[config.mk]
export PLATFORM = sky130hd
export DESIGN_NAME = umi_pack_tx
export DESIGN_NICKNAME = d
export VERILOG_FILES = /design/src/rtl/umi_pack_tx.sv
export SDC_FILE = /design/constraint.sdc
export NUM_CORES = 1
export LEC_CHECK = 0
export BUFFER_PORTS_ARGS = -buffer_cell sky130_fd_sc_hd__buf_4
export CAP_MARGIN = 30
export CORE_ASPECT_RATIO = 0.6
export CORE_UTILIZATION = 50
export CTS_CLUSTER_DIAMETER = 40
export DETAILED_ROUTE_END_ITERATION = 7
export GPL_TIMING_DRIVEN = 0
export PLACE_DENSITY_LB_ADDON = 0.2
export SLEW_MARGIN = 20
export SYNTH_ARGS = -nofsm -noshare
export SYNTH_HDL_FRONTEND = slang
export SYNTH_SLANG_ARGS = --single-unit
[constraint.sdc]
create_clock -name clk -period 3.93 [get_ports clk]
set_input_delay 0.1965 -clock clk [delete_from_list [all_inputs] [get_ports clk]]
set_output_delay 0.1965 -clock clk [all_outputs]
set_load 0.01 [all_outputs]
[src/rtl/umi_pack_tx.sv]
`default_nettype none
// ============================================================================
//  Module      : umi_pack_tx
//  Description : Transmit-side UMI packer. Assembles the 256-bit UMI packet
//                from decoded command fields, addresses and write data, and
//                presents it through a registered output stage backed by a
//                one-entry skid register. Commands with opcode 0 are
//                consumed and dropped.
//  Ports       : clk, reset                 - clock, synchronous active-high reset
//                in_valid / in_ready        - request handshake
//                cmd_opcode/size/user       - command word fields
//                dstaddr, srcaddr, data     - packet payload
//                out_valid / out_ready      - packet handshake
//                packet_out                 - assembled packet
//                tx_count                   - delivered packets (wraps)
//                drop_count                 - dropped commands (saturates)
//  Revision    : 1.0 - initial release
// ============================================================================
module umi_pack_tx #(
    parameter int AW = 64,
    parameter int PW = 256,
    parameter int CW = 16
) (
    input  logic          clk,
    input  logic          reset,
    input  logic          in_valid,
    output logic          in_ready,
    input  logic [7:0]    cmd_opcode,
    input  logic [3:0]    cmd_size,
    input  logic [19:0]   cmd_user,
    input  logic [AW-1:0] dstaddr,
    input  logic [AW-1:0] srcaddr,
    input  logic [95:0]   data,
    output logic          out_valid,
    input  logic          out_ready,
    output logic [PW-1:0] packet_out,
    output logic [CW-1:0] tx_count,
    output logic [CW-1:0] drop_count
);

    localparam int c_PKT_W     = 256;
    localparam bit c_SUPPORTED = (AW == 64) && (PW == 256);

    logic [c_PKT_W-1:0] w_packet;
    logic [c_PKT_W-1:0] r_ob_data;
    logic [c_PKT_W-1:0] r_sb_data;
    logic               r_ob_valid;
    logic               r_sb_valid;
    logic               r_in_ready;
    logic [CW-1:0]      r_tx_count;
    logic [CW-1:0]      r_drop_count;

    logic w_accept;
    logic w_valid_accept;
    logic w_drop;
    logic w_drain;
    logic w_tx;
    logic w_ob_valid_nxt;
    logic w_ob_load_in;
    logic w_ob_load_sb;
    logic w_sb_valid_nxt;
    logic w_sb_load;

    // Packet assembly and output mapping exist only for the supported
    // geometry; any other combination presents an idle, all-zero port.
    generate
        if (c_SUPPORTED) begin : g_supported
            assign w_packet = {dstaddr[63:32],
                               srcaddr[63:32],
                               data[95:64],
                               data[63:32],
                               data[31:0],
                               srcaddr[31:0],
                               dstaddr[31:0],
                               cmd_user,
                               cmd_size,
                               cmd_opcode};
            assign packet_out = r_ob_data;
            assign out_valid  = r_ob_valid;
        end else begin : g_unsupported
            assign w_packet   = '0;
            assign packet_out = '0;
            assign out_valid  = 1'b0;
        end
    endgenerate

    assign in_ready       = r_in_ready;
    assign w_accept       = in_valid & r_in_ready;
    assign w_valid_accept = w_accept & (cmd_opcode != 8'h00) & c_SUPPORTED;
    assign w_drop         = w_accept & (cmd_opcode == 8'h00);
    // OB can take a new entry when it is empty or its current packet leaves.
    assign w_drain        = ~r_ob_valid | out_ready;
    assign w_tx           = out_valid & out_ready;

    // Buffer steering: SB always feeds OB first so ordering stays FIFO.
    always_comb begin
        w_ob_valid_nxt = r_ob_valid;
        w_ob_load_in   = 1'b0;
        w_ob_load_sb   = 1'b0;
        w_sb_valid_nxt = r_sb_valid;
        w_sb_load      = 1'b0;
        if (w_drain) begin
            if (r_sb_valid) begin
                w_ob_valid_nxt = 1'b1;
                w_ob_load_sb   = 1'b1;
                w_sb_valid_nxt = w_valid_accept;
                w_sb_load      = w_valid_accept;
            end else begin
                w_ob_valid_nxt = w_valid_accept;
                w_ob_load_in   = w_valid_accept;
            end
        end else if (w_valid_accept) begin
            w_sb_valid_nxt = 1'b1;
            w_sb_load      = 1'b1;
        end
    end

    always_ff @(posedge clk) begin
        if (reset) begin
            r_ob_valid <= 1'b0;
            r_ob_data  <= '0;
            r_sb_valid <= 1'b0;
            r_sb_data  <= '0;
            r_in_ready <= 1'b1;
        end else begin
            r_ob_valid <= w_ob_valid_nxt;
            r_sb_valid <= w_sb_valid_nxt;
            // in_ready is registered from the next SB state so out_ready
            // never reaches it combinationally.
            r_in_ready <= ~w_sb_valid_nxt;
            if (w_ob_load_sb) begin
                r_ob_data <= r_sb_data;
            end else if (w_ob_load_in) begin
                r_ob_data <= w_packet;
            end
            if (w_sb_load) begin
                r_sb_data <= w_packet;
            end
        end
    end

    always_ff @(posedge clk) begin
        if (reset) begin
            r_tx_count   <= '0;
            r_drop_count <= '0;
        end else begin
            if (w_tx) begin
                r_tx_count <= r_tx_count + 1'b1;
            end
            if (w_drop && (r_drop_count != {CW{1'b1}})) begin
                r_drop_count <= r_drop_count + 1'b1;
            end
        end
    end

    assign tx_count   = r_tx_count;
    assign drop_count = r_drop_count;

endmodule
`default_nettype wire

-- After elaboration in Yosys (flattened, before gate mapping)
Cells that the tools add are included.
- register bits after elaboration: 547
- latch bits: 0
- bits in writable memories: 0
- memory bits (read-only): 0
- output and inout port bits: 290
- memories: 0
- add/sub/neg operators: 2
- multiply operators: 0
- div/mod/pow operators: 0
- magnitude comparators: 0
- equal/unequal tests: 1
- shift operators: 0
- mux-type cells: 12
- bitwise operators: 7
- reduce and logical (&&, ||, !) cells: 4
- operators with widths (cell ; number):
    $mux W256 ; 2
    $add A16 B1 Y16 const B ; 2
    $ne A16 B16 Y1 const B ; 1
    $mux W1 ; 10
    $logic_not A8 Y1 ; 1
    $reduce_bool A8 Y1 ; 1
    $and A1 B1 Y1 ; 4
    $not A1 Y1 ; 2
    $reduce_bool A2 Y1 ; 1
    $logic_and A1 B1 Y1 ; 1
    $or A1 B1 Y1 ; 1

-- Longest topological paths before layout
Gate-level depths: netlist (run 1).
- depth after elaboration: 6
- mapped depth: 8

-- Worst setup path after synthesis (run 1)
OpenSTA, ideal clock, no wires.
- path kind: register -> register
- start point: register r_drop_count[0] (netlist: drop_count[0])
- end point: register r_drop_count[15] (netlist: drop_count[15])
- data arrival time: 1.779 ns
- data required time: 3.807 ns
- setup slack: 2.027 ns
- cell stages (with the launch flop): 7
- path buffers: 0
- period minus slack after synthesis: 1.903 ns
- path through: dfxtp_1 > ha_1 > nand4_1 > nor4_4 > nor4b_2 > and2b_1 > mux2_1
- word-level cells in the longest chain between the ends: 2
- elaborated cells between the ends (all ways): 3
- ends and longest elaborated chain (what ; line ; source):
    from (decl) ; 51 ; logic [CW-1:0] r_drop_count;
    from (signal assigned) ; 151 ; r_drop_count <= r_drop_count + 1'b1;
    branches (longest 2 deep; another with $add A16 B1 Y16) ; n/a ;
Parallel ways; which one is timed is not known.
A chain may end at the register's enable or synchronous reset.

-- Worst setup path in the final report (run 1)
- start point: register r_ob_valid (netlist: out_valid)
- end point: register r_sb_data[168]
- word-level cells in the longest chain between the ends: 3
- ends and longest elaborated chain (what ; line ; source):
    from (decl) ; 47 ; logic r_ob_valid;
    from (signal assigned) ; 126 ; r_ob_valid <= w_ob_valid_nxt;
    $not A1 Y1 ; 92 ; assign w_drain = ~r_ob_valid | out_ready;
    $or A1 B1 Y1 ; 92 ;
    $mux W1 ; 102 ; if (w_drain) begin
    to (signal assigned) ; 137 ; r_sb_data <= w_packet;
    to (decl) ; 46 ; logic [c_PKT_W-1:0] r_sb_data;
No other way between the ends.

==> flow_summary.ini, run 1 <==
[global_route]
antenna_found_initial = 12
busiest_layer = met2
grt_pass1_vias = 21700
grt_max_degree = 16
met1_usage_pct = 40.5
grt_overflow = 0
grt.total_usage_pct = 31.4
grt_pass1_wl_um = 118000
gr-usage-met3_pct = 5.60
met2_usage_pct = 50.8

[clocking]
cts_buffer_depth = 3
root_buffer = clkbuf_16
post-cts-setup-buffer-count = 0
clock_sinks = 547
clock_latency_ns = 0.57
tritoncts = yes
numCtsBuffers = 54
cts_max_level = 2
clkTransAtPathRegs_ns = 0.07

[final_layout]
final_common_cell = buf_4
multi_input_area_sq_um = 10800
mostFrequentLayoutCells = buf_4, dfxtp_1, nand2_1
seq_area_sq_um = 11000
n_fill_cell = 3213
fin_util_pct = 71.6
final_nets = 3554
area_delta_synth_final_pct = 40.6
drive_gt1_share_pct = 30.8

[worst_setup_path]
crit_type = flip-flop to flip-flop
r2r_cells = 6
reg2reg_to = r_sb_data[168]$_SDFFE_PP0P_
crit_path_end_kind = flip-flop
cp.required_ns = 4.41
reg2reg_slack_ns = 1.14
startpoint_type = flip-flop
path_max_fanout = 10
r2r-start = out_valid$_SDFFE_PP0N_
arrival_ns = 3.27

[timing]
final-hold-violation-count = 0
relSlewSlack_pct = 39.7
min_period_ns = 2.79
max_freq_ghz = 0.359
whs_ns = 0.131
setup_tns_ns = 0
tightest_slew_ns = 0.905
finClkSkew_ns = 0.0108
fin_crit_sh_pct = 70.9
setup_violations = 0
slew_viol_final = 0
rsz0062_at_grt = false

[floorplanning]
die_w_um = 278
core_area_sq_um = 45000
ios = 550
die-height_um = 168
rows = 60
die_area_sq_um = 46600
start_util_pct = 50.9

[yosys]
synthArstFlopShare_pct = 0
yosys.area.top_type = dfxtp_1
ys_ff_latch = 547
avgSynthCellArea_sq_um = 9.41
yosysUniqueCellTypes = 37
yosys.area.top_type_share_pct = 47.9
synth_nets = 2693
synth_seq_area_share_pct = 47.9
ys.flop_type = dfxtp_1
synthesis.area_sq_um = 22900
synth_edf_count = 0
yosysWarnings = 0
netlist_instances = 2431
yosys-top-cells-area = dfxtp_1, a211oi_2, mux2i_1, nand2_1, a21oi_1

[route]
drt_iter0_drc = 1575
remaining_drc_errors = 0
drt_wl_total_um = 75700
firstDrtPassIters = 5
drtAntennaViolNets = 0
avgViaCountPerCell = 5.50
vias = 21600
wl_per_cell_um = 19.3

[place]
port_buffers = 548
gp_congestion = 0.881
dpl.hpwl_um = 53100

[min_path]
hold-path-cell-count = 5
min_path_type = input pin to flip-flop
hp-start = in_valid
holdPathEnd = out_valid$_SDFFE_PP0N_

[run_status]
status = finished, final reports clean

[pwr]
irDropWorstVdd_uv = 349
cellPowerDensity_nw_per_um2 = 431
p_leak_nw = 14.3

[run]
maxCapViolCount = 0
## worst max path at each step
stage / start / to / slack [ns] / cells past startpoint
2_1_floorplan: drop_count[0]$_SDFFE_PP0P_ / drop_count[15]$_SDFFE_PP0P_ / 2.03 / 6
3_3_place_gp: out_valid$_SDFFE_PP0N_ / r_sb_data[173]$_SDFFE_PP0P_ / 1.37 / 6
3_5_place_dp: out_valid$_SDFFE_PP0N_ / r_sb_data[170]$_SDFFE_PP0P_ / 1.27 / 6
4_1_cts: out_valid$_SDFFE_PP0N_ / r_sb_data[165]$_SDFFE_PP0P_ / 1.24 / 6
5_1_grt: out_valid$_SDFFE_PP0N_ / r_sb_data[168]$_SDFFE_PP0P_ / 0.97 / 6
6_report: out_valid$_SDFFE_PP0N_ / r_sb_data[168]$_SDFFE_PP0P_ / 1.14 / 6
## state kept, by name, summed over array words and instances (netlist names)
| name | flops |
|---|---|
| packet_out | 256 |
| out_valid | 1 |
| drop_count | 16 |
| in_ready | 1 |
| r_sb_data | 256 |
| tx_count | 16 |
| r_sb_valid | 1 |
## stage by stage
step / setup slack, ns / std cells / area, sq um / power, W
after floorplan: 2.03 / 2431 / 22900 / 0.00735
after global placement: 1.37 / 3568 / 27700 / 0.00827
after detailed placement: 1.27 / 3568 / 27700 / 0.00835
after CTS: 1.24 / 3921 / 32200 / 0.0139
after global routing: 0.968 / 3930 / 32200 / 0.0144
final: 1.14 / 3930 / 32200 / 0.0139
## cell families (layout without fill, tap and decap cells)
kind of cell	count (synthesis)	after routing	share of synthesized area, %
simple gates	869	869	15.1
buf+inv	206	1107	4.90
xor+xnor	28	28	1.07
mux	257	257	11.2
other cells	0	9	0
compound gates	521	521	19.7
flops	547	547	47.9
fa+ha+maj	3	3	0.153
## synth_stat cells (all sizes together) (3+ instances only)
cell and instances:
mux2i 256, nand4 10, nand2 524, xnor2 20, and3 6, buf 134
dfxtp 547, nor3 8, nor2 290, xor2 8, a21oi 260, nand3 13
nor4 9, clkbuf 70, a211oi 256, o21ai 3
## worst max-delay path: stages, from the launching register on
cell and delay [ns]:
dfxtp_1 0.59, nor2b_1 0.34, o21a_1 0.26, clkbuf_1 0.71
clkbuf_1 0.46, nand2_1 0.15, a21oi_1 0.19
## where the power goes
part / internal, W / switching [W]
Sequential: 0.00589 / 0.000204
Combinational: 0.00113 / 0.00129
Clock: 0.00310 / 0.00227
## what timing repair did
action,4_1_cts,5_1_grt
resized for setup,0,0
hold buffers,257,0
endpoints found under the hold margin,305,0
## layer usage
metal | vias up | share of wire (%)
met4 | 2 | 5.4
met2 | 919 | 46
met3 | 262 | 6.9
li1 | 10100 | -
met1 | 10400 | 42
met5 | - | 0.017
## cell type report
cell class / count / area share [%]
plain buffers: 204 / 3.46
clock inverters: 20 / 0.696
clock buffers: 76 / 5.06
well taps: 589 / 2.29
multi-input cells: 1678 / 33.6
inverters: 2 / 0.0233
repair buffers: 805 / 20.8
flip-flops and latches: 547 / 34.0
diodes: 9 / 0.0700
No activity file was read; power rests on OpenSTA's default activity.
==> run 2, diff against run 1 <==
- CORE_UTILIZATION: 50 -> 49
- clock period: 3.93 -> 2.4 ns (I/O delays scaled with it)
==> run 2 against run 1 <==
  * Clock power rose by 62%
  * First-iteration DRC count fell by 16%
  * Sequential power rose by 64%
  * Wire length rose by 0.75%
  * Clock skew rose by 0.0036 ns
  * Setup slack got worse by 1.1 ns
  * Critical path depth did not move
  * Clock-buffer cell count fell by 3
  * Global-route usage fell by 0.77 points
  * Largest power group unchanged
==> flow_summary.ini, run 2 (synthesized netlist as in run 1, its figures left out) <==
[floorplanning]
die-height_um = 169
die_area_sq_um = 47600
start_util_pct = 50.4
ios = 550
core_area_sq_um = 45400
rows = 60
die_w_um = 281

[final_layout]
final_common_cell = buf_4
design_area_sq_um = 32200
area_delta_synth_final_pct = 40.6
drive_gt1_share_pct = 30.8
mostFrequentLayoutCells = buf_4, dfxtp_1, nand2_1
final_nets = 3553

[worst_setup_path]
cpPeakStageDelay_ns = 0.56
crit_path_end_kind = flip-flop
arrival_ns = 2.83
crit_type = flip-flop to flip-flop
critPathBufInv = 2
cp_top_family = buffers and inverters
cp.required_ns = 2.90
crit_slowest_cell = dfxtp_1
path_max_fanout = 10
crit_path_cell_trace = nor2b_1 > o21a_1 > clkbuf_2 > buf_2 > nand2_1 > a21oi_1
startpoint_type = flip-flop

[timing]
max_freq_ghz = 0.429
fin_crit_sh_pct = 97.2
slew_viol_final = 0
finClkSkew_ns = 0.0145
relSlewSlack_pct = 43.6
setup_tns_ns = 0
worst_slack_ns = 0.0679
setup_violations = 0
tightest_slew_ns = 0.847
min_period_ns = 2.33
rsz0062_at_grt = false
final-hold-violation-count = 0

[place]
port_buffers = 548
place_area_sq_um = 27800
dpl.hpwl_um = 54100
pre_cts_ws_ns = -0.238
gp_congestion = 0.875

[route]
wl_per_cell_um = 19.2
remaining_drc_errors = 0
drt_wl_total_um = 76300
firstDrtPassIters = 6
drt_iter0_drc = 1327
drtAntennaViolNets = 0
vias = 21500
avgViaCountPerCell = 5.42

[pwr]
p_leak_nw = 14.3
irDropWorstVdd_uv = 484
cellPowerDensity_nw_per_um2 = 703

[clocking]
cts_buffer_depth = 3
numCtsBuffers = 53
clock_sinks = 547
tritoncts = yes
clkTransAtPathRegs_ns = 0.07
root_buffer = clkbuf_16
cts_max_level = 2
clock_latency_ns = 0.58

[run_status]
status = finished, final reports clean

[run]
maxCapViolCount = 0

[global_route]
grt_overflow = 0
grt_pass1_vias = 21300
grt_max_degree = 17
grt.total_usage_pct = 30.7
antenna_found_initial = 9
grt_pass1_wl_um = 116000

[min_path]
min_path_type = input pin to flip-flop
run 2: repair_timing:
action	4_1_cts	5_1_grt
hold endpoints to repair	513	0
resized for setup	2	4
endpoints found under the setup margin	200	16
hold buffers	257	0
setup buffers	0	0
run 2: final timing paths:
kind / start / to / slack, ns / cells after the start
worst min-delay path: in_valid / out_valid$_SDFFE_PP0N_ / 0.05 / 5
worst min register to register: r_sb_data[222]$_SDFFE_PP0P_ / r_sb_data[222]$_SDFFE_PP0P_ / 0.45 / 2
worst max register to register: out_valid$_SDFFE_PP0N_ / r_sb_data[148]$_SDFFE_PP0P_ / 0.07 / 6
worst max-delay path: out_valid$_SDFFE_PP0N_ / r_sb_data[148]$_SDFFE_PP0P_ / 0.07 / 6
run 2: per-layer routing:
layer | up-vias | global-route usage, % | routed length, um
li1 | 10100 | - | -
met1 | 10400 | 38.8 | 32000
met2 | 849 | 51.9 | 36100
met3 | 221 | 5.20 | 4770
met4 | 0 | 12.6 | 3400
met5 | - | 0 | 0
run 2: per-stage QoR:
| stage | std cells | utilization (%) | hold WS [ns] | total power (W) |
|---|---|---|---|---|
| 5_1_grt | 3960 | 70.8 | 0.0791 | 0.0234 |
| 6_report | 3963 | 70.8 | 0.0515 | 0.0226 |
| 2_1_floorplan | 2431 | - | 0.256 | 0.0120 |
| 3_5_place_dp | 3599 | 61.1 | 0.387 | 0.0137 |
| 3_3_place_gp | 3599 | 61.1 | 0.377 | 0.0136 |
| 4_1_cts | 3952 | 70.8 | 0.0291 | 0.0227 |
run 2: worst reg2reg max path, delay by kind of cell, from the launching register on:
kind	cells	cell delay [ns]
AO/OA/AOI/OAI	2	0.42
buffers and inverters	2	0.79
AND/OR/NAND/NOR	2	0.49
flip-flops	1	0.56
run 2: power breakdown:
| group | leakage [nW] | switching [W] | internal (W) |
|---|---|---|---|
| logic | 8.96 | 0.00211 | 0.00184 |
| registers | 4.48 | 0.000339 | 0.00964 |
| clock network | 0.878 | 0.00368 | 0.00502 |
| total | 14.3 | 0.00612 | 0.0165 |
run 2: final cells by class:
class / count / area (sq um)
diodes: 11 / 27.5
plain buffers: 204 / 1120
clock buffers: 73 / 1490
clock inverters: 23 / 303
fillers: 3263 / 13200
inverters: 2 / 7.51
multi-input cells: 1678 / 10800
flip-flops and latches: 547 / 11000
well taps: 620 / 776
repair buffers: 805 / 6690
==> run 3, diff against run 2 <==
- GPL_TIMING_DRIVEN: 0 -> default
==> run 3 against run 2 <==
  * Non-clock buffer count decreased by 127
  * Cell count decreased by 3.2%
  * Sequential share of layout area about the same
  * Hold slack improved by 0.073 ns
  * Core utilization about the same
  * Register-to-register slack improved by 0.07 ns
  * Flip-flop and latch count unchanged
  * Die area unchanged
  * Global-route usage decreased by 3.2 points
  * Via count decreased by 4.6%
  * Sequential power about the same
==> flow_summary.ini, run 3 (synthesized netlist as in run 1, its figures left out) <==
[run_status]
status = finished, final reports clean

[clocking]
cts_buffer_depth = 3
tritoncts = yes
numCtsBuffers = 52
clkTransAtPathRegs_ns = 0.06
clock_sinks = 547
cts_max_level = 2
root_buffer = clkbuf_16
clock_latency_ns = 0.58
post-cts-setup-buffer-count = 0

[timing]
final-hold-violation-count = 0
fin_crit_sh_pct = 95.6
setup_violations = 0
min_period_ns = 2.30
finClkSkew_ns = 0.0238
max_freq_ghz = 0.436
setup_tns_ns = 0
tightest_slew_ns = 0.609
slew_viol_final = 0
relSlewSlack_pct = 59.0
rsz0062_at_grt = false

[route]
wl_met3_um = 4000
drt_iter0_drc = 1352
drt_wl_total_um = 69800
avgViaCountPerCell = 5.34
vias = 20500
dr.max_layer_used = met4
wl_per_cell_um = 18.2
firstDrtPassIters = 7
remaining_drc_errors = 0
dr_wl_met2_um = 34000
drtAntennaViolNets = 0
met1_length_um = 28900

[global_route]
grt.total_usage_pct = 27.5
grt_pass1_vias = 19900
grt_pass1_wl_um = 107000
antenna_found_initial = 9
grt_max_degree = 95
grt_overflow = 0

[worst_setup_path]
crit_path_end_kind = flip-flop
arrival_ns = 2.82
r2r-start = out_valid$_SDFFE_PP0N_
startpoint_type = input pin
r2r_cells = 6
timing.critical_path.from = cmd_opcode[4]
path_max_fanout = 22
cp.required_ns = 2.92
crit_type = input pin to flip-flop

[final_layout]
drive_gt1_share_pct = 30.3
area_delta_synth_final_pct = 40.7
mostFrequentLayoutCells = buf_4, dfxtp_1, nand2_1
design_area_sq_um = 32200
n_fill_cell = 3224
final_common_cell = buf_4
final_nets = 3425

[floorplanning]
rows = 60
die_w_um = 281
ios = 550
die_area_sq_um = 47600
core_area_sq_um = 45400
die-height_um = 169
start_util_pct = 50.4

[place]
place_area_sq_um = 27600
dpl.hpwl_um = 44000
gp_congestion = 0.860
port_buffers = 549

[min_path]
hp-start = in_valid
hold-path-cell-count = 5
min_path_type = input pin to flip-flop

[pwr]
cellPowerDensity_nw_per_um2 = 712
p_leak_nw = 14.3
irDropWorstVdd_uv = 539

[run]
maxCapViolCount = 0
-- run 3: worst paths after layout --
kind                                               endpoint  slack, ns
worst max-delay path              r_sb_data[5]$_SDFFE_PP0P_       0.10
worst min-delay path            drop_count[11]$_SDFFE_PP0P_       0.12
worst max register to register    r_sb_data[5]$_SDFFE_PP0P_       0.14
worst min register to register   r_sb_data[33]$_SDFFE_PP0P_       0.45
-- run 3: metrics by stage --
step           setup slack [ns]  utilization, %  instances  power (W)  hold WS, ns
6_report                  0.105            70.9       3837     0.0229        0.124
5_1_grt                  0.0132            70.9       3836     0.0237        0.112
4_1_cts                  0.0406            70.7       3825     0.0230       0.0909
3_5_place_dp              0.366            60.8       3465     0.0135        0.386
3_3_place_gp              0.456            60.8       3465     0.0134        0.375
2_1_floorplan             0.497               -       2431     0.0120        0.256
-- run 3: final cells by class --
cell class	instances	area, sq um	share of cell area (%)
inverter	2	7.51	0.0233
clock buffer	80	1600	4.96
clock inverter	18	305	0.949
sequential	547	11000	34.0
multi-input combinational	1678	10800	33.7
antenna	10	25.0	0.0778
tap	620	776	2.41
timing repair buffer	882	7680	23.9
-- run 3: repair_timing --
item / CTS / global route
endpoints found under the hold margin: 521 / 0
hold buffers: 262 / 0
setup endpoints to repair: 0 / 4
resized for setup: 0 / 3
-- run 3: layer usage --
layer  GRT usage [%]  up-vias
li1                -     9788
met1            33.8     9824
met2            47.0      691
met3            5.30      195
met4            11.6        0
met5               0        -
-- run 3: where the power goes --
part | internal, W | switching [W]
Sequential | 0.00964 | 0.000329
Combinational | 0.00183 | 0.00199
Clock | 0.00545 | 0.00367
Total | 0.0169 | 0.00599
-- run 3: critical path, stage by stage --
cell,delay [ns]
dlygate4sd3_1,0.53
buf_4,0.15
nor4_2,0.41
a21oi_2,0.20
o21ai_4,0.26
clkbuf_16,0.33
nand2_1,0.08
a21oi_1,0.15
dlygate4sd3_1,0.58
